$ cat config.mk
export PLATFORM = sky130hd
export DESIGN_NAME = cart_loader
export DESIGN_NICKNAME = d
export VERILOG_FILES = /design/src/rtl/cart_pkg.sv /design/src/rtl/cart_sig_scan.sv /design/src/rtl/cart_loader.sv
export SDC_FILE = /design/constraint.sdc
export NUM_CORES = 1
export LEC_CHECK = 0
export ABC_AREA = 0
export ABC_CLOCK_PERIOD_IN_PS = 6200
export BUFFER_PORTS_ARGS = -buffer_cell sky130_fd_sc_hd__buf_2
export CAP_MARGIN = 20
export CORE_ASPECT_RATIO = 0.7
export CORE_MARGIN = 2
export CORE_UTILIZATION = 40
export DETAILED_ROUTE_END_ITERATION = 10
export GPL_ROUTABILITY_DRIVEN = 0
export GPL_TIMING_DRIVEN = 0
export PLACE_DENSITY = 0.64
export SLEW_MARGIN = 15
export SYNTH_ARGS = -nofsm -noshare
export SYNTH_HDL_FRONTEND = slang
export SYNTH_SLANG_ARGS = --single-unit
$ cat constraint.sdc
create_clock -name clk_sys -period 6.2 [get_ports clk_sys]
set_clock_uncertainty 0.15 [all_clocks]
set_input_delay 1.24 -clock clk_sys [delete_from_list [all_inputs] [get_ports clk_sys]]
set_output_delay 1.24 -clock clk_sys [all_outputs]
set_load 0.02 [all_outputs]
$ cat src/rtl/cart_pkg.sv
// cart_pkg: shared types and constants for the cartridge image loader.
// Build option CART_AUTODETECT_EN (see cart_loader) enables signature scanning.
package cart_pkg;

  typedef enum logic [1:0] {
    IDLE   = 2'd0,
    LOAD   = 2'd1,
    DECIDE = 2'd2,
    READY  = 2'd3
  } state_t;

  // bank-switch scheme codes; BS_AUTO leaves the choice to the image size
  localparam logic [3:0] BS_AUTO = 4'd0;
  localparam logic [3:0] BS_F8   = 4'd1;
  localparam logic [3:0] BS_F6   = 4'd2;
  localparam logic [3:0] BS_FE   = 4'd3;
  localparam logic [3:0] BS_E0   = 4'd4;
  localparam logic [3:0] BS_3F   = 4'd5;
  localparam logic [3:0] BS_F4   = 4'd6;
  localparam logic [3:0] BS_P2   = 4'd7;
  localparam logic [3:0] BS_FA   = 4'd8;
  localparam logic [3:0] BS_CV   = 4'd9;

  // ASCII extension constants
  localparam logic [7:0]  ASCII_DOT = 8'h2E;
  localparam logic [7:0]  ASCII_S   = 8'h53;
  localparam logic [23:0] EXT_F8    = ".F8";
  localparam logic [23:0] EXT_F6    = ".F6";
  localparam logic [23:0] EXT_FE    = ".FE";
  localparam logic [23:0] EXT_E0    = ".E0";
  localparam logic [23:0] EXT_3F    = ".3F";
  localparam logic [23:0] EXT_F4    = ".F4";
  localparam logic [23:0] EXT_P2    = ".P2";
  localparam logic [23:0] EXT_FA    = ".FA";
  localparam logic [23:0] EXT_CV    = ".CV";

  // signature bytes: 85 3F marks a 3F-scheme bank write, 8D E0 1F an E0 one
  localparam logic [7:0]  SIG_3F_A    = 8'h85;
  localparam logic [7:0]  SIG_3F_B    = 8'h3F;
  localparam logic [7:0]  SIG_E0_A    = 8'h8D;
  localparam logic [7:0]  SIG_E0_B    = 8'hE0;
  localparam logic [7:0]  SIG_E0_C    = 8'h1F;
  localparam logic [24:0] SC_REGION   = 25'h80;
  localparam logic [16:0] SC_MIN_SIZE = 17'd8192;

  // three-character extension field: dot-led tail, or the leading three chars
  function automatic logic [23:0] ext_field(input logic [31:0] ext);
    return (ext[23:16] == ASCII_DOT) ? ext[23:0] : ext[31:8];
  endfunction

  function automatic logic [3:0] ext_to_bs(input logic [23:0] e);
    case (e)
      EXT_F8:  return BS_F8;
      EXT_F6:  return BS_F6;
      EXT_FE:  return BS_FE;
      EXT_E0:  return BS_E0;
      EXT_3F:  return BS_3F;
      EXT_F4:  return BS_F4;
      EXT_P2:  return BS_P2;
      EXT_FA:  return BS_FA;
      EXT_CV:  return BS_CV;
      default: return BS_AUTO;
    endcase
  endfunction

endpackage

$ cat src/rtl/cart_sig_scan.sv
// cart_sig_scan: watches the byte stream of a download for bank-switch and
// SuperChip signatures. Only instantiated when CART_AUTODETECT_EN is defined.
module cart_sig_scan
  import cart_pkg::*;
(
  input  logic        clk_sys,
  input  logic        reset_n,
  input  logic        clr,
  input  logic        wr,
  input  logic [24:0] addr,
  input  logic [7:0]  data,
  input  logic [16:0] rom_size,
  output logic        is_3f,
  output logic        is_e0,
  output logic        is_sc
);

  logic        have_prev;
  logic [24:0] prev_addr;
  logic [7:0]  h1, h2;     // last and second-to-last byte written
  logic        prev_seq;   // h1 was sequential to h2
  logic [1:0]  cnt_3f;
  logic        seen_e0;
  logic [7:0]  b0;
  logic        have_b0;
  logic        sc_ok;
  logic        seq;

  // a byte only chains with its predecessor when the addresses are adjacent
  always_comb seq = have_prev && (addr == prev_addr + 25'd1);

  // history, pattern counters and the low-page uniformity tracker
  always_ff @(posedge clk_sys) begin
    if (!reset_n || clr) begin
      have_prev <= 1'b0;
      prev_addr <= '0;
      h1        <= '0;
      h2        <= '0;
      prev_seq  <= 1'b0;
      cnt_3f    <= '0;
      seen_e0   <= 1'b0;
      b0        <= '0;
      have_b0   <= 1'b0;
      sc_ok     <= 1'b1;
    end else if (wr) begin
      have_prev <= 1'b1;
      prev_addr <= addr;
      h1        <= data;
      h2        <= h1;
      prev_seq  <= seq;
      if (seq && h1 == SIG_3F_A && data == SIG_3F_B && cnt_3f != 2'd3)
        cnt_3f <= cnt_3f + 2'd1;
      if (seq && prev_seq && h2 == SIG_E0_A && h1 == SIG_E0_B && data == SIG_E0_C)
        seen_e0 <= 1'b1;
      if (addr < SC_REGION) begin
        if (addr == 25'd0) begin
          b0      <= data;
          have_b0 <= 1'b1;
          if (have_b0 && data != b0) sc_ok <= 1'b0;
        end else if (!have_b0 || data != b0) begin
          sc_ok <= 1'b0;
        end
      end
    end
  end

  assign is_3f = (cnt_3f >= 2'd2);
  assign is_e0 = seen_e0;
  assign is_sc = sc_ok && have_b0 && (rom_size >= SC_MIN_SIZE);

endmodule

$ cat src/rtl/cart_loader.sv
// cart_loader: streams a downloaded cartridge image into the ROM buffer,
// tracks its size and decodes bank-switch scheme / SuperChip from the file
// extension. Define CART_AUTODETECT_EN to add byte-signature detection.
module cart_loader
  import cart_pkg::*;
#(
  parameter int ADDR_W = 15
) (
  input  logic              clk_sys,
  input  logic              reset_n,
  input  logic              ioctl_download,
  input  logic              ioctl_wr,
  input  logic [24:0]       ioctl_addr,
  input  logic [7:0]        ioctl_dout,
  input  logic [31:0]       ioctl_file_ext,
  input  logic [1:0]        sc_mode,
  output logic              rom_we,
  output logic [ADDR_W-1:0] rom_addr,
  output logic [7:0]        rom_data,
  output logic [16:0]       rom_size,
  output logic [3:0]        force_bs,
  output logic              sc,
  output logic              cart_ready
);

  state_t      state;
  logic        dl_q;
  logic [31:0] ext_q;
  logic        dl_rise, dl_fall, load_start, in_range;
  logic [25:0] addr_p1;
  logic [16:0] wr_size;
  logic [3:0]  bs_next;
  logic        sc_auto, sc_next;

  // download edges, buffer range test and saturated write size
  always_comb begin
    dl_rise    = ioctl_download & ~dl_q;
    dl_fall    = ~ioctl_download & dl_q;
    load_start = dl_rise && (state == IDLE || state == READY);
    in_range   = ({1'b0, ioctl_addr} < (26'd1 << ADDR_W));
    addr_p1    = {1'b0, ioctl_addr} + 26'd1;
    wr_size    = (addr_p1 > 26'h1FFFF) ? 17'h1FFFF : addr_p1[16:0];
  end

`ifdef CART_AUTODETECT_EN
  logic is_3f, is_e0, is_sc;

  cart_sig_scan u_scan (
    .clk_sys  (clk_sys),
    .reset_n  (reset_n),
    .clr      (load_start),
    .wr       (state == LOAD && ioctl_wr),
    .addr     (ioctl_addr),
    .data     (ioctl_dout),
    .rom_size (rom_size),
    .is_3f    (is_3f),
    .is_e0    (is_e0),
    .is_sc    (is_sc)
  );
`endif

  // scheme and SuperChip decision, consumed on the DECIDE -> READY step
  always_comb begin
    bs_next = ext_to_bs(ext_field(ext_q));
    sc_auto = (ext_q[7:0] == ASCII_S);
`ifdef CART_AUTODETECT_EN
    if (bs_next == BS_AUTO) begin
      if (is_3f)      bs_next = BS_3F;
      else if (is_e0) bs_next = BS_E0;
    end
    sc_auto = sc_auto | is_sc;
`endif
    case (sc_mode)
      2'd0:    sc_next = sc_auto;
      2'd1:    sc_next = 1'b0;
      default: sc_next = 1'b1;
    endcase
  end

  // loader FSM with registered buffer-write and result outputs
  always_ff @(posedge clk_sys) begin
    if (!reset_n) begin
      state      <= IDLE;
      dl_q       <= ioctl_download;  // a level held through reset is not an edge
      ext_q      <= '0;
      rom_we     <= 1'b0;
      rom_addr   <= '0;
      rom_data   <= '0;
      rom_size   <= '0;
      force_bs   <= BS_AUTO;
      sc         <= 1'b0;
      cart_ready <= 1'b0;
    end else begin
      dl_q   <= ioctl_download;
      rom_we <= 1'b0;
      case (state)
        IDLE, READY: begin
          if (dl_rise) begin
            state      <= LOAD;
            ext_q      <= ioctl_file_ext;
            rom_size   <= '0;
            force_bs   <= BS_AUTO;
            sc         <= 1'b0;
            cart_ready <= 1'b0;
          end
        end
        LOAD: begin
          if (ioctl_wr) begin
            if (in_range) begin
              rom_we   <= 1'b1;
              rom_addr <= ioctl_addr[ADDR_W-1:0];
              rom_data <= ioctl_dout;
            end
            if (wr_size > rom_size) rom_size <= wr_size;
          end
          if (dl_fall) state <= DECIDE;
        end
        DECIDE: begin
          state      <= READY;
          force_bs   <= bs_next;
          sc         <= sc_next;
          cart_ready <= 1'b1;
        end
        default: state <= IDLE;
      endcase
    end
  end

endmodule

Word-level counts from Yosys, hierarchy flattened
Index checks and enable logic that the tools add are counted.
Word-level totals
  bits in registers: 82
  latch bits: 0
  RAM bits: 0
  ROM bits: 0
  input bits: 71
  output and inout bits: 47
  word-level logic and storage cells: 65
  memories kept: 0
Operators by class
  add/sub/neg operators: 1
  $mul: 0
  divide/modulo/power cells: 0
  $lt $le $gt $ge: 3
  eq/ne operators: 19
  shift-type cells: 0
  mux-type cells: 17
  bitwise logic cells: 4
  reductions and logical operators: 11
Operator list (count)
  equality test 24 x 22 -> 1 bit (second input constant): 9
  two-way mux 17 bit: 4
  one-hot mux 4 bit (9 select lines): 1
  one-hot mux 17 bit (2 select lines): 1
  adder 25 x 1 -> 26 bit (second input constant): 1
  greater-than comparator 26 x 17 -> 1 bit (second input constant): 1
  less-than comparator 25 x 16 -> 1 bit (second input constant): 1
  two-way mux 24 bit: 1
  greater-than comparator 17 bit: 1
  equality test 8 x 6 -> 1 bit (second input constant): 1
  equality test 8 x 7 -> 1 bit (second input constant): 1
  inequality test 2 bit (second input constant): 4
  one-hot mux 4 bit (2 select lines): 1
  one-hot mux 1 bit (2 select lines): 3
  one-hot mux 2 bit (3 select lines): 1
  AND reduction 2 bit: 3
  AND reduction 3 bit: 2
  equality test 2 x 1 -> 1 bit (second input constant): 2
  equality test 2 bit (second input constant): 2
  zero test 2 bit: 2
  two-way mux 2 bit: 2
  two-way mux 4 bit: 1
  AND reduction 4 bit: 1
  nonzero test 2 bit: 2
  other kinds (4): 7

Depth between registers and ports, before layout
Gate-level depths: netlist of run 1.
  word-level depth: 7
  gate-level depth with buffers: 19
  gate-level depth less buffers: 16

Worst setup path after synthesis of run 1
OpenSTA, ideal clock, no wires.
  path type: input -> register
  start: in ioctl_addr[0]
  end: reg rom_size[10]
  library setup time: 0.060 ns
  arrival time: 4.746 ns
  required time: 5.990 ns
  path slack: 1.244 ns
  cell stages on the path: 15
  buffers on the path: 2
  cell sequence: ha_1 -> nand4_1 -> nor3_2 -> nand3_1 -> o31ai_2 -> clkbuf_8 -> nand3_2 -> ha_1 -> nand4_1 -> or3_1 -> nor3_1 -> nor3b_1 -> a21oi_1 -> clkbuf_1 -> a22o_1
Between the ends
  longest elaborated chain between the ends: 6
  elaborated cells between the ends (all ways): 9
  classes of those cells: 1 x add/sub; 2 x order compare; 1 x eq/ne; 4 x mux; 1 x reduce/logical
RTL lines
  start: declaration: RTL line cart_loader.sv:13  | input logic [24:0] ioctl_addr,
  adder 25 x 1 -> 26 bit (*): RTL line cart_loader.sv:41  | addr_p1 = {1'b0, ioctl_addr} + 26'd1;
  greater-than comparator 26 x 17 -> 1 bit: RTL line cart_loader.sv:42  | wr_size = (addr_p1 > 26'h1FFFF) ? 17'h1FFFF : addr_p1[16:0];
  two-way mux 17 bit (*): RTL line cart_loader.sv:42
  greater-than comparator 17 bit or two-way mux 17 bit (tied branches): RTL line cart_loader.sv:114  | if (wr_size > rom_size) rom_size <= wr_size;
  inequality test 2 bit (no line) or two-way mux 17 bit (tied branches)
  AND reduction 4 bit (no line) or one-hot mux 17 bit (2 select lines) (tied branches)
  end signal: assignment: RTL line cart_loader.sv:114
  end: declaration: RTL line cart_loader.sv:20  | output logic [16:0] rom_size,
Mark *: on every way between the ends. The rest lies on a longest branch, timed or not. The select of a mux whose other input is x is not followed.
A chain may end at the register's enable or synchronous reset.

Worst setup path in the final report of run 1
  start: in ioctl_addr[0]
  end: reg rom_size[16]
The elaborated chain is that of the path after synthesis.

==> summary.md, run 1 <==
| Metric | Value |
|---|---|
| Status | `finished clean` |
| Number of synthesis warnings | `0` |
| Bufs on Longest Clock Path | `2` |
| DRC viols | `0` |
| Slew @ Worst Pin | `0.7663 ns` |
| FF+latch count, synth | `82` |
| CP Launch Type | `input pin` |
| Worst Setup SP | `ioctl_addr[0]` |
| Rows | `33` |
| CTS tree | `yes` |
| Antenna Nets Post-Route | `0` |
| Most common cell after layout, fill and taps aside | `nand2_1` |
| Post-synth cell types | `64` |
| Max_cap viols | `0` |
| PostCTS Resize Cnt | `0` |
| Clk pin slew, worst setup/hold paths | `0.06 ns` |
| Die Y | `95.21 µm` |
| Switch Pwr | `0.4907 mW` |
| Avg Cell Area, Syn | `8.125 µm²` |
| Syn Inst Count | `585` |
| DR iter-0 viols | `355` |
| Asr flop ratio synth | `0%` |
| Fraction of layout cells with a size suffix above 1 | `22.45%` |
| Post-Syn Area | `4753 µm²` |
| Worst min path class | `reg2reg` |
| GRT overflow | `0` |
| Count of final setup violators | `0` |
| Largest net degree at the start of global routing | `15` |
| Leak | `2.238 nW` |
| CTS sink cnt | `82` |
| Final nets | `805` |
| Relative slew margins | `48.22%` |
| CTS root buf | `clkbuf_16` |
| RSZ-0062 raised after global routing | `false` |
| Cell Int Power | `1.034 mW` |
| Flop pwr share | `41.6%` |
| First-pass GRT wire length | `21770 µm` |
| Setup CP Type | `in2reg` |
| Power share of the combinational group | `23.6%` |
| Fin crit share | `92.66%` |
| CP Capture Type | `register` |
| Overall routed net length | `13620 µm` |
| Count of input and output buffers | `116` |
| Clock power share | `34.8%` |
| Reg2reg start | `rom_size[6]` |
| ANT cells | `0` |
| Initial antenna violation count | `0` |
| CP max FO | `10` |
| Postcts setup bufs | `0` |
| VDD IR max | `0.1546 mV` |
| Overall Power | `1.525 mW` |
| Post-DP HPWL | `10720 µm` |
| Final hold viol count | `0` |
| Initial core utilization | `40.82%` |
| Vias in the first global route | `4271` |
| Sw Ratio | `32.19%` |
| Fmax | `174.1 MHz` |
| TNS Setup | `0 ns` |
| Area delta synth->final | `22.58%` |
| Pins Over Slew Limit | `0` |
| Hold Buf Count CTS | `0` |
| Vias | `4686` |
| Vias per inst | `5.362` |
| Num ports | `118` |
| Placeable Area | `11640 µm²` |
| CP arrival | `5.87 ns` |
| Main synth FF type | `dfxtp_1` |
| Clock Latency Late Sink | `0.34 ns` |
| Worst Hold Launch | `rom_addr[9]` |
| Inserted Clock Buffers | `9` |
| Commonest cells after routing, fill and taps aside | `133 x nand2_1, 118 x buf_2, 82 x dfxtp_1` |
| EDFF count, synth | `0` |
| Drt wl/cell | `15.58 µm` |
| DIE WIDTH | `134.3 µm` |
| First-pass DRT Iterations | `5` |
| Clock H-tree levels | `3` |
| CP required | `6.33 ns` |
| Die area | `12790 µm²` |
| Final Critical Period | `5.745 ns` |
| GRT Util Overall | `21.67%` |
| Register area share after synthesis | `34.54%` |
| Synth Net Count | `678` |
| Pwr dens | `261.7 nW/µm²` |
-- state kept, by name (all words and copies together) (netlist names) --
| signal | flops |
|---|---|
| cart_ready | 1 |
| force_bs | 4 |
| dl_q | 1 |
| state | 2 |
| rom_we | 1 |
| ext_q | 32 |
| sc | 1 |
| rom_size | 17 |
| rom_data | 8 |
| rom_addr | 15 |
-- per-stage QoR --
step	hold WS [ns]	setup slack, ns	utilization [%]	instance area (µm²)	cells
final	0.3070	0.4554	50.04	5827	874
after global routing	0.3360	0.2090	50.04	5827	874
after CTS	0.3116	0.5123	50.04	5827	874
after detailed placement	0.3028	0.1688	47.50	5530	858
after global placement	0.2960	0.2165	47.50	5530	858
after floorplan	0.2883	1.244	-	4753	585
-- synth_stat cells, drive strengths merged (2+ instances only) --
| library cell | instances | area, µm² |
|---|---|---|
| nand2 | 133 | 499.2 |
| dfxtp | 82 | 1642 |
| a21boi | 58 | 435.4 |
| nand3 | 34 | 225.2 |
| inv | 27 | 101.4 |
| clkbuf | 23 | 96.34 |
| nor2 | 23 | 86.33 |
| ha | 22 | 275.3 |
| a22o | 17 | 148.9 |
| a21oi | 15 | 86.34 |
| o21ai | 13 | 65.06 |
| nor3b | 11 | 82.58 |
| nor3 | 9 | 50.05 |
| and2 | 8 | 50.05 |
| and3 | 8 | 50.05 |
| nand4 | 8 | 50.05 |
| xnor2 | 8 | 70.07 |
| a31oi | 6 | 37.54 |
| nor4bb | 6 | 60.06 |
| xor2 | 6 | 52.55 |
| and4 | 5 | 45.04 |
| buf | 5 | 45.04 |
| nor4 | 5 | 31.28 |
| a211oi | 4 | 35.03 |
| nor2b | 4 | 25.02 |
| nor4b | 4 | 62.56 |
| mux2i | 3 | 30.03 |
| nand3b | 3 | 22.52 |
| o211ai | 3 | 22.52 |
| or4 | 3 | 26.27 |
| a21o | 2 | 15.01 |
| a22oi | 2 | 15.01 |
| nand2b | 2 | 12.51 |
| nand4b | 2 | 17.52 |
| o21a | 2 | 15.01 |
| o22ai | 2 | 12.51 |
| or2 | 2 | 12.51 |
| or4b | 2 | 20.02 |
-- area by class of cell --
| type | count | area, µm² |
|---|---|---|
| Fill cell | 1180 | 5817 |
| Multi-Input combinational cell | 448 | 2869 |
| Sequential cell | 82 | 1642 |
| Timing Repair Buffer | 116 | 580.6 |
| Clock buffer | 10 | 229.0 |
| Tap cell | 157 | 196.4 |
| Buffer | 28 | 141.4 |
| Inverter | 27 | 101.3 |
| Clock inverter | 6 | 67.56 |
-- logic make-up after synthesis --
| logic type | share of synthesized area, % |
|---|---|
| AOI/OAI and AO/OA | 20.29 |
| xor gates and xnor gates | 2.580 |
| adders and majority gates | 5.791 |
| buffers and inverters | 5.107 |
| DFF | 34.54 |
| muxes | 0.8687 |
| and+or+nand+nor | 30.82 |
-- metal layers --
metal	up-vias	share of wire (%)	GRT usage, %
li1	2321	-	-
met1	2191	51	31.61
met2	161	41	31.08
met3	13	6.8	6.220
met4	0	1.3	5.614
met5	-	0	0
-- final timing paths --
path | slack, ns | cells past startpoint | endpoint
min | 0.31 | 2 | rom_addr[9]
max reg2reg | 3.11 | 10 | rom_size[16]
max | 0.46 | 16 | rom_size[16]
min reg2reg | 0.31 | 2 | rom_addr[9]
-- power groups by stage --
stage                     sequential [mW]  combinational (mW)  clock, mW
final                               0.635               0.359      0.531
after floorplan                     0.651               0.223          0
after global routing                0.642               0.406      0.567
after detailed placement            0.644               0.357          0
after global placement              0.641               0.346          0
after CTS                           0.632               0.359      0.544
-- critical path, stage by stage --
cell	delay [ns]
buf_2	0.17
ha_1	0.24
nand4_1	0.15
nor3_2	0.38
nand3_1	0.22
o31ai_2	0.63
clkbuf_8	0.32
nand3_2	0.09
ha_1	0.32
nand4_1	0.13
or3_1	0.42
nor3_1	0.24
nor3b_1	0.10
a21oi_1	0.56
clkbuf_1	0.44
a22o_1	0.20
Power figures use the tool's default switching activity.
==> run 2: changes to the inputs <==
--- a/config.mk
+++ b/config.mk
@@ -7,8 +7,8 @@
 export LEC_CHECK = 0
 export ABC_AREA = 0
-export ABC_CLOCK_PERIOD_IN_PS = 6200
+export ABC_CLOCK_PERIOD_IN_PS = 7300
 export BUFFER_PORTS_ARGS = -buffer_cell sky130_fd_sc_hd__buf_2
 export CAP_MARGIN = 20
-export CORE_ASPECT_RATIO = 0.7
+export CORE_ASPECT_RATIO = 0.5
 export CORE_MARGIN = 2
 export CORE_UTILIZATION = 40
==> constraint.sdc (replaced) <==
create_clock -name clk_sys -period 7.3 [get_ports clk_sys]
set_clock_uncertainty 0.15 [all_clocks]
set_input_delay 1.46 -clock clk_sys [delete_from_list [all_inputs] [get_ports clk_sys]]
set_output_delay 1.46 -clock clk_sys [all_outputs]
set_load 0.01 [all_outputs]
==> summary.md, run 2 (same netlist as run 1, synthesis figures left out) <==
| Metric | Value |
|---|---|
| CP Cell Sequence | `buf_2 -> ha_1 -> nand4_1 -> nor3_2 -> nand3_1 -> o31ai_2 -> clkbuf_8 -> nand3_2 -> ha_1 -> nand4_1 -> or3_1 -> nor3_1 -> nor3b_1 -> a21oi_1 -> clkbuf_1 -> a22o_1` |
| PostCTS Resize Cnt | `0 (unchanged)` |
| Reg2reg start | `rom_size[6]` |
| WP buf/inv | `3 (unchanged)` |
| CTS root buf | `clkbuf_16` |
| Bufs on Longest Clock Path | `2 (unchanged)` |
| DR iter-0 viols | `227 (-36%)` |
| First-pass DRT Iterations | `4 (-1)` |
| Post-DP HPWL | `9587 µm (-11%)` |
| Final design utilization | `49.62% (-0.43 points)` |
| Postcts setup bufs | `0 (unchanged)` |
| Max_cap viols | `0 (unchanged)` |
| Fill cells | `1201 (+1.8%)` |
| Leak | `2.233 nW (-0.24%)` |
| M2 GR Usage | `31.35% (+0.27 points)` |
| Fmax | `170.9 MHz` |
| Vias in the first global route | `4009 (-6.1%)` |
| CP arrival | `5.98 ns (+0.11 ns)` |
| Max incr delay on CP | `0.63 ns (about the same)` |
| Commonest cells after routing, fill and taps aside | `133 x nand2_1, 118 x buf_2, 82 x dfxtp_1` |
| Pwr dens | `212.8 nW/µm² (-19%)` |
| Worst-case reg-to-reg path depth | `10 (unchanged)` |
| Vias | `4490 (-4.2%)` |
| Final nets | `805 (unchanged)` |
| Largest net degree at the start of global routing | `13 (-2)` |
| Fin crit share | `80.17%` |
| Die area | `12820 µm² (+0.30%)` |
| GR Util met3 | `4.376% (-1.8 points)` |
| CTS tree | `yes` |
| Pre-CTS setup slack | `1.108 ns (+0.9387 ns)` |
| Slew @ Worst Pin | `0.6366 ns (-0.1297 ns)` |
| ANT cells | `0 (unchanged)` |
| Biggest register | `ext_q` |
| Inserted Clock Buffers | `9 (unchanged)` |
| Worst Hold Launch | `rom_data[7]` |
| Vias per inst | `5.091 (-5.1%)` |
| Count of input and output buffers | `116 (unchanged)` |
| Antenna Nets Post-Route | `0 (unchanged)` |
| Stages on the worst setup path | `16 (unchanged)` |
| Most common cell after layout, fill and taps aside | `nand2_1` |
| Rows | `28 (-15%)` |
| Most Crowded Layer GR | `met2` |
| GRT overflow | `0 (unchanged)` |
| Final Critical Period | `5.852 ns` |
| Fraction of layout cells with a size suffix above 1 | `22.18% (-0.28 points)` |
| Number of flip-flops in the largest register | `32 (unchanged)` |
| GRT Util Overall | `19.05% (-2.6 points)` |
| Drt wl/cell | `13.81 µm (-11%)` |
| Clock Latency Late Sink | `0.34 ns (about the same)` |
| Num ports | `118 (unchanged)` |
| Clk pin slew, worst setup/hold paths | `0.06 ns (about the same)` |
| Final hold viol count | `0 (unchanged)` |
| Hold Buf Count CTS | `0 (unchanged)` |
| Hold depth | `2 (unchanged)` |
| Biggest regs | `ext_q x32, rom_size x17, rom_addr x15` |
| Initial core utilization | `40.62% (-0.20 points)` |
| M1 GR Usage | `25.37% (-6.2 points)` |
| Overall routed net length | `12180 µm (-11%)` |
| Count of final setup violators | `0 (unchanged)` |
| CP max FO | `10 (unchanged)` |
| CP required | `7.43 ns (+1.10 ns)` |
| Final Worst Setup Slack | `1.448 ns (+0.9925 ns)` |
| Pins Over Slew Limit | `0 (unchanged)` |
| Area delta synth->final | `22.14%` |
| Relative slew margins | `57.30% (+9.1 points)` |
| CP Launch Type | `input pin` |
| DIE WIDTH | `158.2 µm (+18%)` |
| Worst min path class | `reg2reg` |
| Worst Setup SP | `ioctl_addr[0]` |
| DRC viols | `0 (unchanged)` |
| CP Capture Type | `register` |
| Storage cell area | `1642 µm² (unchanged)` |
| VDD IR max | `0.1079 mV (-30%)` |
| Clock H-tree levels | `3 (unchanged)` |
| CTS sink cnt | `82 (unchanged)` |
| Setup CP Type | `in2reg` |
| Multi-input logic area | `2869 µm² (unchanged)` |
| Worst hold slack | `0.3057 ns (-0.001329 ns)` |
| CP max stage cell | `o31ai_2` |
| First-pass GRT wire length | `19230 µm (-12%)` |
| Placeable Area | `11700 µm² (+0.49%)` |
| TNS Setup | `0 ns (unchanged)` |
| Status | `finished clean` |
| RSZ-0062 raised after global routing | `false` |
| Die Y | `81.08 µm (-15%)` |
| Top delay family on crit path | `simple AND/OR/NAND/NOR gates` |
| Initial antenna violation count | `0 (unchanged)` |
run 2: cell types whose count changed in the layout (fill, tap and decap cells not counted), sizes merged:
cell / previous run / this run
clkbuf: 33 / 36
clkinvlp: 2 / 0
bufinv: 1 / 0
run 2: through the flow:
step	instances	total power [mW]	cell area (µm²)
final	882	1.235	5806
after global routing	882	1.317	5806
after CTS	882	1.249	5806
after detailed placement	866	0.8347	5540
after global placement	866	0.8298	5540
after floorplan	585	0.7299	4753
run 2: final timing paths:
kind                 end  slack (ns)
min          rom_data[7]        0.31
max reg2reg  rom_size[7]        4.30
max          rom_size[7]        1.45
min reg2reg  rom_data[7]        0.31
run 2: power breakdown:
part / switching (mW) / total, mW / leakage, nW / internal, mW
logic: 0.168 / 0.289 / 1.43 / 0.121
registers: 0.0431 / 0.535 / 0.665 / 0.492
clock network: 0.173 / 0.411 / 0.133 / 0.238
run 2: cell type report:
class | count | share of cell area [%]
buffer | 28 | 2.435
tap | 165 | 3.556
clock inverter | 3 | 0.2586
inverter | 27 | 1.746
timing repair buffer | 116 | 10.00
multi-input combinational | 448 | 49.42
clock buffer | 13 | 4.310
sequential | 82 | 28.28
run 2: per-layer routing:
| layer | part of all wire, % | wire length (µm) | vias up |
|---|---|---|---|
| met3 | 4.5 | 549 | 18 |
| met2 | 46 | 5561 | 100 |
| met4 | 1.3 | 158 | 0 |
| met1 | 49 | 5908 | 2048 |
| met5 | 0 | 0 | - |
| li1 | - | - | 2324 |
run 2: worst min-delay path: cells and delay by family (launching register included):
family | cells | cell delay, ns
compound gates | 1 | 0.06
flops | 1 | 0.30
simple gates | 1 | 0.04
